==> config.mk <==
export PLATFORM = sky130hd
export DESIGN_NAME = cozy_mem_arbiter_flat
export DESIGN_NICKNAME = d
export VERILOG_FILES = /design/src/rtl/cozy_mem_arbiter_if.sv /design/src/rtl/cozy_mem_arbiter.sv /design/src/flat_wrapper.sv
export SDC_FILE = /design/constraint.sdc
export NUM_CORES = 1
export LEC_CHECK = 0
export CAP_MARGIN = 0
export CORE_MARGIN = 5
export CORE_UTILIZATION = 20
export DETAILED_ROUTE_END_ITERATION = 8
export PLACE_DENSITY = 0.77
export SETUP_SLACK_MARGIN = 0.2
export SYNTH_ARGS = -nofsm -noshare
export SYNTH_HDL_FRONTEND = slang
export SYNTH_SLANG_ARGS = --single-unit
==> constraint.sdc <==
create_clock -name clk -period 1.8 [get_ports clk]
set_clock_uncertainty 0.15 [all_clocks]
set_input_delay 0.18 -clock clk [delete_from_list [all_inputs] [get_ports clk]]
set_output_delay 0.18 -clock clk [all_outputs]
set_load 0.05 [all_outputs]
==> src/rtl/cozy_mem_arbiter_if.sv <==
// Bundle of both requester ports and the RAM port of the two-master arbiter.
// The arbiter connects through the slave modport. The master modport is the
// environment side: both requesters plus the RAM read-data return.
interface cozy_mem_arbiter_if;
  // CPU requester (m0)
  logic        m0_req;
  logic [15:0] m0_addr;
  logic [15:0] m0_din;
  logic [1:0]  m0_bwe;
  logic        m0_ack;
  logic        m0_rvalid;
  logic [15:0] m0_rdata;

  // Video/DMA requester (m1)
  logic        m1_req;
  logic [15:0] m1_addr;
  logic [15:0] m1_din;
  logic [1:0]  m1_bwe;
  logic        m1_ack;
  logic        m1_rvalid;
  logic [15:0] m1_rdata;

  // Single RAM port
  logic [15:0] mem_addr;
  logic [15:0] mem_din;
  logic [1:0]  mem_bwe;
  logic [15:0] mem_dout;

  modport slave (
    input  m0_req, m0_addr, m0_din, m0_bwe,
    output m0_ack, m0_rvalid, m0_rdata,
    input  m1_req, m1_addr, m1_din, m1_bwe,
    output m1_ack, m1_rvalid, m1_rdata,
    output mem_addr, mem_din, mem_bwe,
    input  mem_dout
  );

  modport master (
    output m0_req, m0_addr, m0_din, m0_bwe,
    input  m0_ack, m0_rvalid, m0_rdata,
    output m1_req, m1_addr, m1_din, m1_bwe,
    input  m1_ack, m1_rvalid, m1_rdata,
    input  mem_addr, mem_din, mem_bwe,
    output mem_dout
  );
endinterface

==> src/rtl/cozy_mem_arbiter.sv <==
// Two-master arbiter in front of the byte-laned 16-bit block RAM.
// m1 (video/DMA) wins contention by default so scanout stays real-time; a
// saturating wait counter forces a win for m0 (CPU) after MAX_WAIT lost
// contended cycles. Read data has one cycle of latency and is steered back to
// whichever master issued the read, tracked by the rd_owner register.
module cozy_mem_arbiter #(
  parameter int MAX_WAIT = 4
) (
  input  logic               clk,
  input  logic               rst_n,
  cozy_mem_arbiter_if.slave  bus
);

  localparam logic [3:0] WAIT_LIMIT = 4'(MAX_WAIT);

  // rd_owner encoding is one-hot per master so that each rvalid is a plain
  // register bit rather than a decode of the state.
  typedef enum logic [1:0] {
    OWN_NONE = 2'b00,
    OWN_M0   = 2'b01,
    OWN_M1   = 2'b10
  } owner_e;

  owner_e     rd_owner_reg;
  owner_e     rd_owner_next;
  logic [3:0] wait_cnt_reg;
  logic [3:0] wait_cnt_next;

  // Per-master views of the interface, index 0 = m0, index 1 = m1
  logic [1:0]       req;
  logic [1:0][15:0] addr;
  logic [1:0][15:0] din;
  logic [1:0][1:0]  bwe_raw;
  logic [1:0][1:0]  bwe_eff;
  logic [1:0]       is_read;
  logic [1:0]       grant;
  logic [1:0]       rvalid;
  logic [1:0][15:0] rdata;

  assign req[0]     = bus.m0_req;
  assign req[1]     = bus.m1_req;
  assign addr[0]    = bus.m0_addr;
  assign addr[1]    = bus.m1_addr;
  assign din[0]     = bus.m0_din;
  assign din[1]     = bus.m1_din;
  assign bwe_raw[0] = bus.m0_bwe;
  assign bwe_raw[1] = bus.m1_bwe;

  // Only 01 (byte) and 11 (word) are writes; 10 degrades to a read so the
  // RAM never sees a high-byte-only strobe.
  generate
    for (genvar gi = 0; gi < 2; gi++) begin : g_bwe
      assign bwe_eff[gi] = ((bwe_raw[gi] == 2'b01) || (bwe_raw[gi] == 2'b11))
                           ? bwe_raw[gi] : 2'b00;
      assign is_read[gi] = (bwe_eff[gi] == 2'b00);
    end
  endgenerate

  // Grant selection: m1 favoured unless m0 has waited MAX_WAIT contended
  // cycles. Held at no-grant while reset is asserted so nothing reaches RAM.
  always_comb begin
    grant = 2'b00;
    if (rst_n) begin
      if (req[0] && req[1]) begin
        grant = (wait_cnt_reg == WAIT_LIMIT) ? 2'b01 : 2'b10;
      end else begin
        grant = req;
      end
    end
  end

  assign bus.m0_ack = grant[0];
  assign bus.m1_ack = grant[1];

  // RAM port mux; with no grant, present a harmless read at m0's address.
  always_comb begin
    bus.mem_addr = addr[0];
    bus.mem_din  = 16'h0000;
    bus.mem_bwe  = 2'b00;
    if (grant[0]) begin
      bus.mem_addr = addr[0];
      bus.mem_din  = din[0];
      bus.mem_bwe  = bwe_eff[0];
    end else if (grant[1]) begin
      bus.mem_addr = addr[1];
      bus.mem_din  = din[1];
      bus.mem_bwe  = bwe_eff[1];
    end
  end

  // Next-state for the starvation counter and the read-return owner.
  always_comb begin
    wait_cnt_next = wait_cnt_reg;
    rd_owner_next = OWN_NONE;

    if (!req[0] || grant[0]) begin
      wait_cnt_next = 4'd0;
    end else if (req[1] && grant[1] && (wait_cnt_reg < WAIT_LIMIT)) begin
      wait_cnt_next = wait_cnt_reg + 4'd1;
    end

    if (grant[0] && is_read[0]) begin
      rd_owner_next = OWN_M0;
    end else if (grant[1] && is_read[1]) begin
      rd_owner_next = OWN_M1;
    end
  end

  // State register; reset drops any read still in flight.
  always_ff @(posedge clk or negedge rst_n) begin
    if (!rst_n) begin
      wait_cnt_reg <= 4'd0;
      rd_owner_reg <= OWN_NONE;
    end else begin
      wait_cnt_reg <= wait_cnt_next;
      rd_owner_reg <= rd_owner_next;
    end
  end

  // Read return: RAM data passes through unmodified to the owner only.
  generate
    for (genvar gi = 0; gi < 2; gi++) begin : g_ret
      assign rvalid[gi] = rd_owner_reg[gi];
      assign rdata[gi]  = rvalid[gi] ? bus.mem_dout : 16'h0000;
    end
  endgenerate

  assign bus.m0_rvalid = rvalid[0];
  assign bus.m1_rvalid = rvalid[1];
  assign bus.m0_rdata  = rdata[0];
  assign bus.m1_rdata  = rdata[1];

endmodule

==> src/flat_wrapper.sv <==
// flat-port wrapper written by rule: the top's interface ports become plain ports
module cozy_mem_arbiter_flat 
#(
  parameter int MAX_WAIT = 4
)
  (clk, rst_n, bus_m0_req, bus_m0_addr, bus_m0_din, bus_m0_bwe, bus_m0_ack, bus_m0_rvalid, bus_m0_rdata, bus_m1_req, bus_m1_addr, bus_m1_din, bus_m1_bwe, bus_m1_ack, bus_m1_rvalid, bus_m1_rdata, bus_mem_addr, bus_mem_din, bus_mem_bwe, bus_mem_dout);
  cozy_mem_arbiter_if bus_i ();
  input  logic clk;
  input  logic rst_n;
  input wire logic [$bits(bus_i.m0_req)-1:0] bus_m0_req;
  input wire logic [$bits(bus_i.m0_addr)-1:0] bus_m0_addr;
  input wire logic [$bits(bus_i.m0_din)-1:0] bus_m0_din;
  input wire logic [$bits(bus_i.m0_bwe)-1:0] bus_m0_bwe;
  output wire logic [$bits(bus_i.m0_ack)-1:0] bus_m0_ack;
  output wire logic [$bits(bus_i.m0_rvalid)-1:0] bus_m0_rvalid;
  output wire logic [$bits(bus_i.m0_rdata)-1:0] bus_m0_rdata;
  input wire logic [$bits(bus_i.m1_req)-1:0] bus_m1_req;
  input wire logic [$bits(bus_i.m1_addr)-1:0] bus_m1_addr;
  input wire logic [$bits(bus_i.m1_din)-1:0] bus_m1_din;
  input wire logic [$bits(bus_i.m1_bwe)-1:0] bus_m1_bwe;
  output wire logic [$bits(bus_i.m1_ack)-1:0] bus_m1_ack;
  output wire logic [$bits(bus_i.m1_rvalid)-1:0] bus_m1_rvalid;
  output wire logic [$bits(bus_i.m1_rdata)-1:0] bus_m1_rdata;
  output wire logic [$bits(bus_i.mem_addr)-1:0] bus_mem_addr;
  output wire logic [$bits(bus_i.mem_din)-1:0] bus_mem_din;
  output wire logic [$bits(bus_i.mem_bwe)-1:0] bus_mem_bwe;
  input wire logic [$bits(bus_i.mem_dout)-1:0] bus_mem_dout;
  assign bus_i.m0_req = bus_m0_req;
  assign bus_i.m0_addr = bus_m0_addr;
  assign bus_i.m0_din = bus_m0_din;
  assign bus_i.m0_bwe = bus_m0_bwe;
  assign bus_m0_ack = bus_i.m0_ack;
  assign bus_m0_rvalid = bus_i.m0_rvalid;
  assign bus_m0_rdata = bus_i.m0_rdata;
  assign bus_i.m1_req = bus_m1_req;
  assign bus_i.m1_addr = bus_m1_addr;
  assign bus_i.m1_din = bus_m1_din;
  assign bus_i.m1_bwe = bus_m1_bwe;
  assign bus_m1_ack = bus_i.m1_ack;
  assign bus_m1_rvalid = bus_i.m1_rvalid;
  assign bus_m1_rdata = bus_i.m1_rdata;
  assign bus_mem_addr = bus_i.mem_addr;
  assign bus_mem_din = bus_i.mem_din;
  assign bus_mem_bwe = bus_i.mem_bwe;
  assign bus_i.mem_dout = bus_mem_dout;
  cozy_mem_arbiter #(.MAX_WAIT(MAX_WAIT)) u_core (.clk(clk), .rst_n(rst_n), .bus(bus_i));
endmodule
# Word level (Yosys, flattened, before mapping)
# Cells that the tools add are included.
# W data, S select, Z words.
[totals]
regBits = 6
in_bits = 88
output_inout_bits = 70
wordCells = 38
[op_classes]
addsub = 1
n_lt_le_gt_ge = 1
eq_ne = 5
muxes = 17
n_reduce_logical = 12
[ops]
columns = ["op", "n"]
rows = [
  ["$mux W16", 6],
  ["$mux W2", 9],
  ["$mux W4", 2],
  ["$logic_and A1 B1 Y1", 5],
  ["$add A4 B1 Y4 const B", 1],
  ["$eq A2 B1 Y1 const B", 2],
  ["$eq A2 B2 Y1 const B", 2],
  ["$eq A4 B3 Y1 const B", 1],
  ["$logic_not A2 Y1", 2],
  ["$lt A4 B3 Y1 const B", 1],
  ["$logic_or A1 B1 Y1", 3],
  ["$reduce_bool A2 Y1", 1],
  ["$logic_not A1 Y1", 1],
]

# Longest topological paths before layout
# Gate-level depths: netlist of the first run.
[depth]
depth_word = 8
mapped_depth = 6
depth_no_buf = 5

# Least setup slack after synthesis of the first run
# OpenSTA, ideal clock, no wires.
[synth_timing]
path_kind = "reg2out"
startpoint = "register u_core.wait_cnt_reg[0]"
endpoint = "output port bus_mem_bwe[0]"
arrival_time_ns = 1.809
required_time_ns = 1.470
path_slack_ns = -0.339
path_stages_with_launch = 7
n_path_buf = 1
path_cell_list = "dfrtp_1 inv_1 ha_1 and3b_1 a21oi_4 buf_4 a22o_1"
[synth_between]
elab_chain_cells = 6
[synth_rtl]
columns = ["item", "line", "text"]
rows = [
  ["start: declaration", "cozy_mem_arbiter.sv:26", "logic [3:0] wait_cnt_reg;"],
  ["start signal: assignment", "cozy_mem_arbiter.sv:115", "wait_cnt_reg <= wait_cnt_next;"],
  ["$eq A4 B3 Y1", "cozy_mem_arbiter.sv:65", "grant = (wait_cnt_reg == WAIT_LIMIT) ? 2'b01 : 2'b10;"],
  ["$mux W2", "cozy_mem_arbiter.sv:65", ""],
  ["$mux W2", "cozy_mem_arbiter.sv:64", "if (req[0] && req[1]) begin"],
  ["$mux W2", "cozy_mem_arbiter.sv:63", "if (rst_n) begin"],
  ["net bus_m1_ack", "flat_wrapper.sv:21", "output wire logic [$bits(bus_i.m1_ack)-1:0] bus_m1_ack;"],
  ["$mux W2", "cozy_mem_arbiter.sv:84", "end else if (grant[1]) begin"],
  ["$mux W2", "cozy_mem_arbiter.sv:80", "if (grant[0]) begin"],
  ["end: declaration", "flat_wrapper.sv:26", "output wire logic [$bits(bus_i.mem_bwe)-1:0] bus_mem_bwe;"],
]
# The timed path passes the listed nets, and every way through them passes these cells.

# Worst setup path after layout of the first run
[layout_timing]
startpoint = "register u_core.wait_cnt_reg[1]"
endpoint = "output port bus_mem_din[4]"
[layout_between]
elab_chain_cells = 6
[layout_rtl]
columns = ["item", "line", "text"]
rows = [
  ["$eq A4 B3 Y1 (*)", "cozy_mem_arbiter.sv:65", ""],
  ["$mux W2 (*)", "cozy_mem_arbiter.sv:65", ""],
  ["$mux W2 (*)", "cozy_mem_arbiter.sv:64", ""],
  ["$mux W2 (*)", "cozy_mem_arbiter.sv:63", ""],
  ["$mux W16", "cozy_mem_arbiter.sv:84", ""],
  ["$mux W16 (*)", "cozy_mem_arbiter.sv:80", ""],
  ["end: declaration", "flat_wrapper.sv:25", "output wire logic [$bits(bus_i.mem_din)-1:0] bus_mem_din;"],
]
# Every way passes the cells marked *; elsewhere a longest branch is shown, timed or not.

==> summary.md, run 1 <==
| Metric | Value |
|---|---|
| Outcome | `finished, violations left` |
| Failing checks | `setup timing` |
| Crit-path cells | `inv_1, ha_4, and3b_2, o211a_4, clkbuf_16, a22o_4, buf_12` |
| Die area | `6180 um2` |
| Worst r2r dst | `u_core.rd_owner_reg[1]` |
| Inserted Diodes | `0` |
| Post-synth cell types | `22` |
| Number of I/O port buffers | `157` |
| Unrepaired setup endpoints after global routing | `yes` |
| Fin nets | `364` |
| Drt pass-1 iters | `4` |
| Drt total wl | `6100 um` |
| Total number of vias | `1499` |
| Final Max Slew Viols | `0` |
| Sink Count | `6` |
| Hold Crit Class | `reg2reg` |
| Fin crit share | `1.25` |
| Syn Area/Cell | `9.42 um2` |
| Peak supply drop | `0.233 mV` |
| Int Power | `0.865 mW` |
| Clk_lat worst skew | `220 ps` |
| Actual slew at the worst max-slew pin | `337 ps` |
| GR Overflow Total | `0` |
| Post-DP HPWL | `4860 um` |
| Top cells by area, synth | `and2_1 (22%), dfrtp_1 (16%), mux2_4 (16%), a22o_1 (16%), mux2_2 (8.4%)` |
| Wirelength per Cell | `18.7 um` |
| Core area | `4660 um2` |
| Ports | `158` |
| Final ANT Viol Nets | `0` |
| Post-Syn Area | `942 um2` |
| Num rows | `25` |
| Placed cells | `315` |
| Reg2reg setup slack | `40 ps` |
| Worst setup SP type | `flip-flop` |
| Non-Filler Instances | `326` |
| Syn-to-layout area delta | `304%` |
| Initial antenna violation count | `0` |
| Worst setup path class | `reg2out` |
| Vias in the first global route | `1756` |
| Fmax | `443 MHz` |
| Critical path buffers and inverters | `3` |
| Hold EP | `u_core.wait_cnt_reg[2]` |
| Pin count of the biggest net entering global routing | `21` |
| Power per cell area | `362 nW/um2` |
| FF+latch area | `153 um2` |
| CP arrival | `1930 ps` |
| Final Hold Vio Count | `0` |
| Max-cap check violation count | `0` |
| CTS tree | `built` |
| DRC | `0` |
| Dpl cell area | `3530 um2` |
| Fraction of power consumed by sequential logic | `0.107` |
| Area leader, netlist | `and2_1` |
| Clock-pin slew on the worst setup and hold paths | `40 ps` |
| #FFs+latches synth | `6` |
| Switching share of power | `0.372` |
| Global-route wire length before repair | `8880 um` |
| Pleak | `1.68 nW` |
| Total GRT Usage | `0.184` |
| Worst-path maximum fanout | `5` |
| Design area | `3800 um2` |
| Rel. slew slack | `0.773` |
| Post-Route Utilization | `0.816` |
| Max FFs per register | `4` |
| H-Tree Depth | `1` |
| WHS Path Cells | `2` |
| Sw power | `0.511 mW` |
| Slowest cell on crit path | `dfrtp_1` |
| Min setup slack post-route | `-457 ps` |
| Hold WS | `469 ps` |
| Top cell type's share of synthesized area | `0.219` |
| CP Capture Type | `output pin` |
| Die H | `78.6 um` |
| Reg2reg path depth | `7` |
| Setup Viol. Count Final | `36` |
| Filler cells | `244` |
| Clock Power Share | `0.147` |
| Reg-to-Reg Start | `u_core.wait_cnt_reg[1]` |
| CTS Root Cell | `clkbuf_8` |
| Initial Util | `0.202` |
| Placer congestion estimate | `0.822` |
| Synth warn | `0` |
| Sequential share of the synthesized area | `0.159` |
| Hold Crit Start | `u_core.wait_cnt_reg[2]` |
| Share of layout cells above drive strength 1 | `0.574` |
| Worst Path Required | `1470 ps` |
| Crit-path max cell delay | `340 ps` |
| Family with the most delay on the worst path | `compound AO/OA/AOI/OAI gates` |
| Combinational fraction of design power | `0.746` |
| 1st-iter DRT viols | `25` |
| Vias per cell | `4.60` |
| Die span in x | `78.6 um` |
| Multi-input combinational cell area | `967 um2` |
| Synth Instances | `100` |
| Total CTS buffers | `3` |
| Total power | `1.38 mW` |
| Post-layout min period | `2260 ps` |
| Post-Syn Nets | `190` |
| Bufs on Longest Clock Path | `2` |
## cell usage in the layout, fill, tap and decap left out, types with 2 or more instances in the layout
cell type / count
clkdlybuf4s50_1: 86
buf_12: 72
and2_2: 20
a22o_4: 17
mux2_4: 16
and2_1: 13
buf_4: 7
dfrtp_1: 4
and3_1: 3
clkbuf_8: 3
buf_16: 3
clkbuf_16: 3
buf_6: 3
inv_1: 2
nor2b_4: 2
dfrtp_2: 2
## routing by layer
layer  wire (um)  GRT usage
met1        1890      0.158
met2        3550      0.388
met3         612     0.0814
met4          41     0.0227
met5           0          0
## worst max path at each step
stage,from,end,slack [ps],cells after the start
after global routing,u_core.wait_cnt_reg[0],bus_mem_addr[0],-520,7
after CTS,u_core.wait_cnt_reg[0],bus_mem_bwe[1],-430,7
after global placement,bus_m1_req,bus_mem_addr[2],-160,6
after detailed placement,bus_m1_req,bus_mem_addr[3],-200,6
final,u_core.wait_cnt_reg[1],bus_mem_din[4],-460,7
after floorplan,u_core.wait_cnt_reg[1],bus_mem_addr[10],-110,6
## power by group through the flow
stage / Sequential, mW / Combinational (mW) / Clock [mW]
after floorplan: 0.149 / 0.407 / 0
after global placement: 0.148 / 0.961 / 0
after detailed placement: 0.149 / 0.974 / 0
after CTS: 0.147 / 1.01 / 0.211
after global routing: 0.148 / 1.06 / 0.219
final: 0.147 / 1.03 / 0.203
## layout make-up
cell class / instances / share of cell area
multi-input combinational: 84 / 0.254
clock buffer: 3 / 0.0109
tap: 54 / 0.0178
inverter: 3 / 0.00296
timing repair buffer: 176 / 0.674
sequential: 6 / 0.0401
## cells in the mapped netlist (all sizes together)
| master | number |
|---|---|
| dfrtp | 6 |
| o211a | 2 |
| mux2 | 17 |
| o21ai | 1 |
| inv | 3 |
| and3b | 1 |
| buf | 5 |
| clkbuf | 2 |
| a22o | 17 |
| and2 | 33 |
| xnor2 | 1 |
| ha | 2 |
| nor2b | 2 |
| nor3b | 1 |
| and3 | 3 |
| a32o | 1 |
| a21oi | 1 |
| nand2 | 1 |
| and4bb | 1 |
## worst register-to-register path: stages, from the launching register on
cell	delay (ps)
dfrtp_1	340
inv_1	70
ha_4	150
and3b_2	230
a21oi_4	220
buf_12	190
clkbuf_16	180
nor2b_4	140
## through the flow
stage | setup TNS (ps) | setup slack [ps]
after detailed placement | -5770 | -203
final | -15490 | -457
after CTS | -13840 | -433
after global placement | -4600 | -163
after floorplan | -2190 | -110
after global routing | -17780 | -520
## logic make-up (layout without fill, tap and decap cells)
kind of cell | after synthesis | after routing | synth area share
AND/OR/NAND/NOR | 42 | 42 | 0.287
adder cells (fa/ha/maj) | 2 | 2 | 0.0266
XOR/XNOR | 1 | 1 | 0.00930
multiplexers | 17 | 17 | 0.243
AO/OA/AOI/OAI | 22 | 22 | 0.212
buffers and inverters | 10 | 182 | 0.0624
flip-flops | 6 | 6 | 0.159
## what timing repair did
action	CTS	global route
hold endpoints to repair	6	0
setup endpoints to repair	71	42
buffers inserted	2	0
gates cloned	2	3
hold buffers	1	0
resized for setup	15	5
pin swaps	1	16
No activity file was read; power rests on OpenSTA's default activity.
==> run 2, diff against run 1 <==
--- a/config.mk
+++ b/config.mk
@@ -8,6 +8,7 @@
 export CAP_MARGIN = 0
 export CORE_MARGIN = 5
 export CORE_UTILIZATION = 20
+export CTS_CLUSTER_DIAMETER = 60
 export DETAILED_ROUTE_END_ITERATION = 8
 export PLACE_DENSITY = 0.77
 export SETUP_SLACK_MARGIN = 0.2
==> results of run 2 <==
No change in the layout: final DEF, timing and power equal those of run 1.
